[config.mk]
export PLATFORM = sky130hd
export DESIGN_NAME = scalar_mult_ctrl
export DESIGN_NICKNAME = d
export VERILOG_FILES = /design/src/rtl/scalar_mult_ctrl_pkg.sv /design/src/rtl/scalar_mult_ctrl_msb_index.sv /design/src/rtl/scalar_mult_ctrl.sv
export SDC_FILE = /design/constraint.sdc
export NUM_CORES = 1
export LEC_CHECK = 0
export ABC_AREA = 1
export BUFFER_PORTS_ARGS = -buffer_cell sky130_fd_sc_hd__buf_2
export CORE_ASPECT_RATIO = 0.5
export CORE_MARGIN = 1
export CORE_UTILIZATION = 30
export CTS_CLUSTER_SIZE = 16
export DETAILED_ROUTE_END_ITERATION = 10
export PLACE_DENSITY = 0.47
export SYNTH_ARGS = -nofsm -noshare
export SYNTH_HDL_FRONTEND = slang
export SYNTH_SLANG_ARGS = --single-unit
[constraint.sdc]
create_clock -name clk -period 3.15 [get_ports clk]
set_input_delay 0.63 -clock clk [delete_from_list [all_inputs] [get_ports clk]]
set_output_delay 0.63 -clock clk [all_outputs]
set_load 0.005 [all_outputs]
[src/rtl/scalar_mult_ctrl_pkg.sv]
// Shared definitions for the k*P double-and-add sequencer.
package scalar_mult_ctrl_pkg;

   typedef enum logic [2:0] {
      S_IDLE = 3'd0,
      S_LOAD = 3'd1,
      S_DBL  = 3'd2,
      S_ADD  = 3'd3,
      S_FIN  = 3'd4
   } state_t;

   localparam logic OP_DBL = 1'b0;
   localparam logic OP_ADD = 1'b1;

   // Projective point at infinity (1 : 0 : 0)
   localparam int unsigned INF_X = 1;
   localparam int unsigned INF_Y = 0;
   localparam int unsigned INF_Z = 0;

   function automatic int unsigned idx_width(input int unsigned w);
      return (w > 1) ? $clog2(w) : 1;
   endfunction

endpackage

[src/rtl/scalar_mult_ctrl_msb_index.sv]
// Priority encoder: position of the highest set bit of the scalar plus a nonzero flag.
module scalar_mult_ctrl_msb_index
   import scalar_mult_ctrl_pkg::*;
#(
   parameter int unsigned K_W   = 4,
   parameter int unsigned IDX_W = idx_width(K_W)
) (
   input  logic [K_W-1:0]   i_k,
   output logic [IDX_W-1:0] o_idx,
   output logic             o_nz
);

   always_comb begin
      o_idx = '0;
      o_nz  = 1'b0;
      for (int i = 0; i < K_W; i++) begin
         if (i_k[i]) begin
            o_idx = IDX_W'(i);
            o_nz  = 1'b1;
         end
      end
   end

endmodule

[src/rtl/scalar_mult_ctrl.sv]
// Left-to-right double-and-add sequencer driving an external point unit over req/ack.
// Keeps the running point Q and presents k*P on done.
module scalar_mult_ctrl
   import scalar_mult_ctrl_pkg::*;
#(
   parameter int unsigned N   = 3,
   parameter int unsigned K_W = 4
) (
   input  logic           clk,
   input  logic           reset,
   input  logic           start,
   input  logic [K_W-1:0] k,
   input  logic [N-1:0]   X_in,
   input  logic [N-1:0]   Y_in,
   input  logic [N-1:0]   Z_in,
   output logic           busy,
   output logic           done,
   output logic [N-1:0]   X_out,
   output logic [N-1:0]   Y_out,
   output logic [N-1:0]   Z_out,
   output logic           op_req,
   output logic           op_sel,
   output logic [N-1:0]   op_AX,
   output logic [N-1:0]   op_AY,
   output logic [N-1:0]   op_AZ,
   output logic [N-1:0]   op_BX,
   output logic [N-1:0]   op_BY,
   output logic [N-1:0]   op_BZ,
   input  logic           op_ack,
   input  logic [N-1:0]   op_RX,
   input  logic [N-1:0]   op_RY,
   input  logic [N-1:0]   op_RZ
);

   localparam int unsigned IDX_W = idx_width(K_W);

   state_t             r_state;
   logic [K_W-1:0]     r_k;
   logic [N-1:0]       r_px, r_py, r_pz;
   logic [N-1:0]       r_qx, r_qy, r_qz;
   logic [IDX_W-1:0]   r_idx;
   logic               r_busy, r_done;
   logic [N-1:0]       r_xo, r_yo, r_zo;
   logic               r_op_req, r_op_sel;
   logic [N-1:0]       r_ax, r_ay, r_az;
   logic [N-1:0]       r_bx, r_by, r_bz;

   logic [IDX_W-1:0]   w_msb;
   logic               w_nz;

   scalar_mult_ctrl_msb_index #(
      .K_W   (K_W),
      .IDX_W (IDX_W)
   ) u_msb_index (
      .i_k   (r_k),
      .o_idx (w_msb),
      .o_nz  (w_nz)
   );

   always_ff @(posedge clk or posedge reset) begin
      if (reset) begin
         r_state  <= S_IDLE;
         r_k      <= '0;
         r_px     <= '0;
         r_py     <= '0;
         r_pz     <= '0;
         r_qx     <= N'(INF_X);
         r_qy     <= N'(INF_Y);
         r_qz     <= N'(INF_Z);
         r_idx    <= '0;
         r_busy   <= 1'b0;
         r_done   <= 1'b0;
         r_xo     <= N'(INF_X);
         r_yo     <= N'(INF_Y);
         r_zo     <= N'(INF_Z);
         r_op_req <= 1'b0;
         r_op_sel <= OP_DBL;
         r_ax     <= '0;
         r_ay     <= '0;
         r_az     <= '0;
         r_bx     <= '0;
         r_by     <= '0;
         r_bz     <= '0;
      end else begin
         r_done <= 1'b0;
         case (r_state)
            S_IDLE: begin
               if (start) begin
                  r_k     <= k;
                  r_px    <= X_in;
                  r_py    <= Y_in;
                  r_pz    <= Z_in;
                  r_busy  <= 1'b1;
                  r_state <= S_LOAD;
               end
            end

            S_LOAD: begin
               if (!w_nz) begin
                  r_qx    <= N'(INF_X);
                  r_qy    <= N'(INF_Y);
                  r_qz    <= N'(INF_Z);
                  r_state <= S_FIN;
               end else begin
                  r_qx <= r_px;
                  r_qy <= r_py;
                  r_qz <= r_pz;
                  if (w_msb == '0) begin
                     r_state <= S_FIN;
                  end else begin
                     r_idx   <= w_msb - IDX_W'(1);
                     r_state <= S_DBL;
                  end
               end
            end

            // First cycle in an op state is the idle gap; request is raised at its end
            S_DBL, S_ADD: begin
               if (!r_op_req) begin
                  r_op_req <= 1'b1;
                  r_op_sel <= (r_state == S_ADD) ? OP_ADD : OP_DBL;
                  r_ax     <= r_qx;
                  r_ay     <= r_qy;
                  r_az     <= r_qz;
                  r_bx     <= r_px;
                  r_by     <= r_py;
                  r_bz     <= r_pz;
               end else if (op_ack) begin
                  r_op_req <= 1'b0;
                  r_qx     <= op_RX;
                  r_qy     <= op_RY;
                  r_qz     <= op_RZ;
                  if (r_state == S_DBL && r_k[r_idx]) begin
                     r_state <= S_ADD;
                  end else if (r_idx == '0) begin
                     r_state <= S_FIN;
                  end else begin
                     r_idx   <= r_idx - IDX_W'(1);
                     r_state <= S_DBL;
                  end
               end
            end

            S_FIN: begin
               r_xo    <= r_qx;
               r_yo    <= r_qy;
               r_zo    <= r_qz;
               r_done  <= 1'b1;
               r_busy  <= 1'b0;
               r_state <= S_IDLE;
            end

            default: r_state <= S_IDLE;
         endcase
      end
   end

   assign busy   = r_busy;
   assign done   = r_done;
   assign X_out  = r_xo;
   assign Y_out  = r_yo;
   assign Z_out  = r_zo;
   assign op_req = r_op_req;
   assign op_sel = r_op_sel;
   assign op_AX  = r_ax;
   assign op_AY  = r_ay;
   assign op_AZ  = r_az;
   assign op_BX  = r_bx;
   assign op_BY  = r_by;
   assign op_BZ  = r_bz;

endmodule

==> results of run 1 <==
-- power groups by stage --
stage	Clock [W]	Sequential [W]	Combinational (W)
detailed placement	0	0.00134	0.00130
global placement	0	0.00134	0.00127
CTS	0.000972	0.00134	0.00130
floorplan	0	0.00131	0.000902
finish	0.000946	0.00134	0.00128
global route	0.00101	0.00138	0.00150
-- layer usage --
layer / up-vias / global-route usage [%] / share of wire [%] / wire length [um]
met2: 41 / 25.3 / 45 / 2770
met1: 973 / 20.5 / 50 / 3140
met4: 0 / 6.54 / 0.77 / 48
met3: 4 / 6.09 / 4.3 / 267
li1: 1066 / - / - / -
met5: - / 0 / 0 / 0
-- kinds of logic (layout without fill, tap and decap cells) --
group                  after synthesis  count (layout)  share of synthesized area (%)
buffers and inverters               38             103                           6.46
and+or+nand+nor                    155             155                           25.4
DFF                                 58              58                           57.8
AOI/OAI and AO/OA                   47              47                           10.4
-- cell usage in the layout (no fill, tap or decap), drive strengths merged --
cell,Yosys,layout
nand2,105,105
buf,6,59
dfrtp,56,56
nand3,28,28
inv,28,28
o21ai,27,27
nor2,21,21
a21oi,20,20
clkbuf,4,13
dfstp,2,2
clkinv,0,2
nor3,1,1
bufinv,0,1
-- sequential cells by signal, indices dropped and copies added (netlist names), 2 cells and up --
register,count
r_k,4
X_out,3
Y_out,3
Z_out,3
op_AX,3
op_AY,3
op_AZ,3
op_BX,3
op_BY,3
op_BZ,3
r_px,3
r_py,3
r_pz,3
r_qx,3
r_qy,3
r_qz,3
r_state,3
r_idx,2
-- metrics by stage --
step           util [%]  worst slack (ns)
6_report           39.6              1.37
3_3_place_gp       36.0              1.46
5_1_grt            39.6              1.17
2_1_floorplan         -              1.10
4_1_cts            39.6              1.35
3_5_place_dp       36.0              1.36
-- final timing paths --
| check | from | endpoint | slack, ns | cells past startpoint |
|---|---|---|---|---|
| worst max register to register | r_state[2] | r_idx[1] | 1.37 | 8 |
| worst max-delay path | r_state[2] | r_idx[1] | 1.37 | 8 |
| min in group clk | op_BY[0] | op_BY[0] | 0.46 | 2 |
| max in group asynchronous | reset | r_qx[0] | 2.20 | 3 |
| worst min-delay path | reset | op_AZ[0] | 0.28 | 2 |
| worst min register to register | op_BY[0] | op_BY[0] | 0.46 | 2 |
-- critical path, stage by stage, from the launching register on --
cell and delay (ns):
sky130_fd_sc_hd__dfrtp_1 0.41, sky130_fd_sc_hd__inv_2 0.13, sky130_fd_sc_hd__nand2_4 0.15, sky130_fd_sc_hd__nor2_2 0.41
sky130_fd_sc_hd__inv_1 0.12, sky130_fd_sc_hd__nand2_2 0.21, sky130_fd_sc_hd__nor2_1 0.09, sky130_fd_sc_hd__nand3_1 0.09
sky130_fd_sc_hd__nand2_1 0.05
-- layout make-up --
cell class	count	area, um^2	area share, %
clock inverter	3	40.0	1.25
inverter	28	105	3.29
timing repair buffer	59	303	9.49
clock buffer	13	250	7.84
tap	112	140	4.39
sequential	58	1450	45.6
multi-input combinational	202	900	28.2
==> out/summary.md, run 1 <==
TritonCTS built the clock tree. When the netlist entered floorplanning its net count stood at 324. Clock latency on the worst-skew pair, taken at its later pin, is 0.33 ns. The number of instances in the synthesized netlist is 298, and the maximum clock skew at final layout is 0.00768 ns. Compared with the post-synthesis result, the final layout area differs by 26.9%. The logs give 0.00252 mm^2 for the combined area of all synthesized cells and 0 for the detailed-route DRC error count. Type of the worst min-delay path: in2async. The placed cell count is 459, and the horizontal die dimension is 132 um. After synthesis, flip-flops and latches occupy 57.8% of the total area. The total overflow left after global routing is 0. 57 I/O pins were placed. Static timing analysis puts the maximum clock frequency at 562 MHz. Across all hold checks on the routed design, the worst slack comes to 0.284 ns.

The fraction of post-synthesis cell area in the top cell type by area works out to 55.7%. The average routed wire per standard cell is 13.1 um, and the number of violations of the max-capacitance limit is 0. The number of iterations in the first detailed-routing pass is 4, and the TritonCTS buffer count is 9. The tools report the wire length of the first global-routing pass as 10.5 mm. Among all cell types in the netlist, the one instantiated most often is sky130_fd_sc_hd__nand2_1. The logs give 0.00290 mm^2 for the area after detailed placement and 0 for the final hold violation count. The power consumption was 0.00356 W.

For this design, the CTS-stage hold fixing added 0 buffers. Across the VDD grid, the largest voltage drop is 322 uV. Setup repair after global routing left no endpoint under its margin. The setup path with the least slack is of type reg2reg. Across every metal layer, demand over resource in global routing totals 16.2%. For the number of buffers inserted by post-CTS setup repair, the log shows 0.

Number of instances resized during post-cts repair: 0. The run finished with clean final reports. By count the netlist is led by 102 x sky130_fd_sc_hd__nand2_1, 56 x sky130_fd_sc_hd__dfrtp_1, 27 x sky130_fd_sc_hd__nand3_1, 26 x sky130_fd_sc_hd__inv_1. The total routed wirelength came out at 6.23 mm.

Logic gate share of total power: 35.9%. No sink is reached through more buffers than the 2 on the longest clock path. Of the total power, the share spent switching nets is 38.0%. The tools report the yosys synthesis warning count as 0. The total area inside the core boundary comes to 0.00806 mm^2. The finished layout holds 475 standard cells, fillers aside.

For this design the ratio of total power to cell area is 1120 mW/mm^2. The clock period minus final worst setup slack is 1.78 ns, and the total negative slack for setup checks is 0 ns. The tools report the net switching power as 0.00136 W.

Capturing element type of the critical path: a flop. The H-tree generated during clock tree synthesis spans 3 levels. Summed over all cells, the static leakage comes to 1.72 nW.

The total non-filler cell area in the finished layout came out at 0.00319 mm^2. After the last flow step, the layout net total stands at 384. After clock tree synthesis, the clock-pin slew on the worst setup and hold paths is 0.05 ns. Summing over every cut layer, the via total after detailed routing is 2084.

The number of enable flip-flop cells after synthesis was 0; the vertical extent of the die was 66.8 um. Detailed placement ended at an HPWL of 4.53 mm. 0 antenna diodes ended up in the layout. For the number of endpoints failing setup at the final stage, the log shows 0.

The clock drives 58 sinks. The clock network fraction of total power is 26.5%, and the async set-or-reset flop fraction in the synthesized netlist is 100%. Along the worst path, the maximum fanout reaches 16. The congestion estimate from routability-driven global placement came to 0.873. In the synthesized netlist the dominant register cell turns out to be sky130_fd_sc_hd__dfrtp_1.

The detail route stage leaves a number of antenna-violating nets equal to 0. The number of placement rows was 23; the count of routing violations after the opening detailed-route iteration was 114. Entering global routing, the biggest net connects 30 pins.

The arrival time at the worst endpoint is 1.99 ns. The element type at the critical path start is a flop. Number of I/O port buffers: 56. Ranked by total cell area, the synthesized netlist is headed by sky130_fd_sc_hd__dfrtp_1 56%, sky130_fd_sc_hd__nand2_1 15%, sky130_fd_sc_hd__nand3_1 5.4%.

The transition time at the pin with the least slew margin came out at 0.667 ns. For the data required time at the worst endpoint, the log shows 3.36 ns. Of the cells placed in the final design, the portion with a size suffix greater than 1 is 24.0%. Once the floorplan was initialized, standard cells occupied 31.2% of the core. The number of max-slew violations in the final report is 0. The largest area contributor in the synthesized netlist was sky130_fd_sc_hd__dfrtp_1.

The period utilization is 56.5%, and the distinct cell type count of the synthesized netlist is 20. The per-instance average area after synthesis is 8.44 um^2. The die covers 0.00878 mm^2.

Cell internal power was estimated by the tool at 0.00221 W. The initial antenna violation count is 0. The tools report the clock root buffer as sky130_fd_sc_hd__clkbuf_16.

The tools report the via count of the first global-routing pass as 2088. The flip-flop and latch count after synthesis was 58. Per report_power, the sequential group accounts for 37.6% of the total.

In the routed layout, each cell is associated on average with a via count of 4.39. The tools report the relative max-transition margin as 55.4%. The layout filler cell count came out at 837.
(Power assumes the default switching activity.)
==> run 2: changes to the inputs <==
--- a/config.mk
+++ b/config.mk
@@ -12,7 +12,7 @@
 export CORE_UTILIZATION = 30
 export CTS_CLUSTER_SIZE = 16
 export DETAILED_ROUTE_END_ITERATION = 10
-export PLACE_DENSITY = 0.47
+export PLACE_DENSITY = 0.49
 export SYNTH_ARGS = -nofsm -noshare
 export SYNTH_HDL_FRONTEND = slang
 export SYNTH_SLANG_ARGS = --single-unit
==> constraint.sdc (replaced) <==
create_clock -name clk -period 1.44 [get_ports clk]
set_input_delay 0.288 -clock clk [delete_from_list [all_inputs] [get_ports clk]]
set_output_delay 0.288 -clock clk [all_outputs]
set_load 0.005 [all_outputs]
==> run 2 against run 1 <==
Compared with the run above: routed wire length is 3.5% higher; clock skew is 0.0010 ns lower; power is 140% higher; non-clock buffer count is 13 higher; clock power grew to 2.6 times the previous value; combinational power grew to 2.5 times the previous value; global-route usage hardly changed; core utilization is 2.7 points higher; first-iteration DRC count is 24% lower; sequential cell count stayed put; critical endpoint is now op_AX[2]; largest cell class unchanged; highest routed layer unchanged.
==> out/summary.md, run 2 (synthesis gave the netlist of run 1 again) <==
The run finished with clean final reports. For the clock network fraction of total power, the log shows 28.3% (+1.8 points). The wire length of the first global-routing pass was 10.6 mm (+0.39%); the count of routing violations after the opening detailed-route iteration was 87 (-24%). The post-detailed-route via-to-cell ratio is 4.42 (+0.65%). The data required time at the worst endpoint came out at 1.65 ns (-1.71 ns). The layout filler cell count was 794 (-5.1%); the TritonCTS buffer count was 9 (unchanged). The number of endpoints failing setup at the final stage is 0 (unchanged).

The clock transition time at the flip-flop clock pins of the worst setup and hold paths is 0.05 ns (about the same). The count of pins on the block boundary is 57 (unchanged), and the final hold violation count is 0 (unchanged). The number of nets with antenna violations after routing is 0 (unchanged), and the insertion delay to the later sink of the worst-skew pair is 0.33 ns (about the same). The sequential cell fraction of total power was 34.0% (-3.6 points). The critical path in this run is classified as reg2reg. The logs give 2113 (+1.2%) for the via count of the first global-routing pass and 1.55 ns (-0.44 ns) for the arrival time at the worst endpoint. The critical path goes through inv_2 > nand2_4 > nor2_4 > inv_2 > buf_4 > nand2_1 > o21ai_0. The detailed-route DRC error count is 0 (unchanged), and the average routed wire per standard cell is 13.2 um (+0.76%). Fraction of power spent switching nets: 36.8% (-1.3 points).

Area of the core: 0.00806 mm^2 (unchanged). The worst vdd rail ir drop is 871 uV (+170%), and the top fanout value on the critical path is 13 (-3). The number of flip-flops under the largest register name was 4 (unchanged); the period utilization was 93.1% (+37 points). The slack of the critical path was 0.0987 ns (-1.27 ns); the highest attainable clock frequency was 746 MHz (+33%). The cell sitting at the root of the clock tree is a sky130_fd_sc_hd__clkbuf_16.

The initial standard-cell utilization of the core was 31.2% (unchanged). The vertical extent of the die came out at 66.8 um (unchanged). Total non-filler cell area in the finished layout: 0.00341 mm^2 (+6.8%).

The placement-stage worst setup slack was 0.00236 ns (-1.35 ns). For the deepest level of the CTS H-tree, the log shows 3 (unchanged). The critical path's slowest cell was sky130_fd_sc_hd__dfrtp_1.

Setup repair after global routing could not meet its margin everywhere. The tools report the final HPWL from detailed placement as 4.80 mm (+5.8%). The power consumption is 0.00857 W (+140%). The fraction of layout instances using a drive strength above 1 was 28.7% (+4.8 points). TritonCTS built the clock tree. The tools report the maximum number of pins on one net before global-route repair as 31 (+3.3%). The tools report the TritonCTS sink count as 58 (unchanged). The number of max-slew violations in the final report is 0 (unchanged), and the area after detailed placement is 0.00301 mm^2 (+3.8%).

The tools report the number of violations of the max-capacitance limit as 0 (unchanged). The type of the worst min-delay path was in2reg. For the sum of overflow across all layers after global routing, the log shows 0 (unchanged). For the multi-input combinational cell area, the log shows 938 um^2 (+4.3%).

The horizontal die dimension was 132 um (unchanged); the relative max-transition margin was 77.1% (+22 points). The maximum count of clock buffers along a single path is 2 (unchanged), and the peak per-stage delay on the critical path is 0.41 ns (about the same). The initial antenna violation count was 0 (unchanged); the number of I/O port buffers was 56 (unchanged). The number of placement rows was 23 (unchanged). The worst setup path is captured at a flop. The logs give 0 (unchanged) for the antenna diode count and 0.793 (-9.2%) for the placer congestion estimate.

Clock period minus final worst setup slack: 1.34 ns (-0.439 ns). For the global-route usage over all layers, the log shows 16.2% (-0.035 points). For the internal power consumption, the log shows 0.00542 W (+150%).

The power per standard cell area is 2510 mW/mm^2 (+130%). Counting flops per register, the top entry is r_k. The run gives 4 (unchanged) as the number of iterations in the first detailed-routing pass. Element type at the critical path start: a flop. The run gives 0.00665 ns (-0.00103 ns) as the maximum clock skew at final layout. For the total negative slack for setup checks, the log shows 0 ns (unchanged).

The total routed wirelength was 6.45 mm (+3.5%). The tools report the via count as 2155 (+3.4%). The net switching power was 0.00315 W (+130%). The die area is 0.00878 mm^2 (unchanged), and the area growth from synthesis to layout is 35.5%. The transition time at the pin with the least slew margin is 0.343 ns (-0.324 ns), and the post-layout net count is 397 (+3.4%).

Most frequent standard cell in the layout excluding fill and tap cells: sky130_fd_sc_hd__nand2_1. The cell type with the highest occurrence count on the critical path is sky130_fd_sc_hd__inv_2. For the logic gate share of total power, the log shows 37.7% (+1.8 points). The static leakage power came out at 1.82 nW (+5.8%). In the layout the commonest cells are 101 x sky130_fd_sc_hd__nand2_1, 56 x sky130_fd_sc_hd__dfrtp_1, 56 x sky130_fd_sc_hd__buf_2. The flip-flop and latch area is 0.00145 mm^2 (unchanged).
## run 2: cell count changes in the layout (fill, tap and decap cells not counted), moves of 2 or more
cell                         before  now
sky130_fd_sc_hd__buf_4            3   12
sky130_fd_sc_hd__nand3_1         27   24
sky130_fd_sc_hd__nand3_2          1    4
sky130_fd_sc_hd__buf_12           0    2
sky130_fd_sc_hd__bufinv_16        1    3
sky130_fd_sc_hd__clkinvlp_4       0    2
sky130_fd_sc_hd__inv_1           25   23
sky130_fd_sc_hd__nand2_4          1    3
## run 2: final cells by class
| class | instances | share of cell area, % |
|---|---|---|
| Sequential cell | 58 | 42.7 |
| Clock buffer | 11 | 6.83 |
| Inverter | 28 | 3.19 |
| Clock inverter | 5 | 3.01 |
| Tap cell | 112 | 4.11 |
| Multi-Input combinational cell | 202 | 27.5 |
| Timing Repair Buffer | 72 | 12.7 |
## run 2: stage by stage
step	util, %	instances	hold slack (ns)
after floorplan	-	298	0.380
after global placement	37.4	470	0.276
after detailed placement	37.4	470	0.282
after CTS	41.7	487	0.192
after global routing	42.3	488	0.198
final	42.3	488	0.201
## run 2: timing repair
action | 4_1_cts | 5_1_grt
endpoints found under the setup margin | 2 | 34
setup buffers | 0 | 1
hold buffers | 1 | 0
resized for setup | 1 | 12
pin swaps | 0 | 1
endpoints found under the hold margin | 12 | 0
## run 2: path summary, 6_finish.rpt
kind,slack [ns],depth (start not counted),startpoint,to
max,0.1,7,r_state[2],op_AX[2]
min,0.20,3,Z_in[1],r_pz[1]
max reg2reg,0.1,7,r_state[2],op_AX[2]
min reg2reg,0.46,2,op_BZ[2],op_BZ[2]
max in group asynchronous,0.45,4,reset,r_qx[0]
min in group asynchronous,0.48,3,reset,op_AX[0]
## run 2: layer usage
layer / global-route usage, % / wire, um / vias up
li1: - / - / 1101
met1: 21.4 / 3260 / 995
met2: 25.2 / 2800 / 52
met3: 4.87 / 330 / 7
met4: 6.10 / 57 / 0
met5: 0 / 0 / -
## run 2: power by group through the flow
stage | combinational, W | clock, W | sequential (W)
6_report | 0.00323 | 0.00242 | 0.00292
5_1_grt | 0.00372 | 0.00255 | 0.00302
4_1_cts | 0.00318 | 0.00246 | 0.00291
3_5_place_dp | 0.00314 | 0 | 0.00293
3_3_place_gp | 0.00312 | 0 | 0.00292
2_1_floorplan | 0.00197 | 0 | 0.00286
## run 2: critical path, delay by kind of cell (launching register included)
family                 cells  cell delay [ns]
AO/OA/AOI/OAI              1             0.07
buffers and inverters      3             0.41
flip-flops                 1             0.41
AND/OR/NAND/NOR            3             0.33
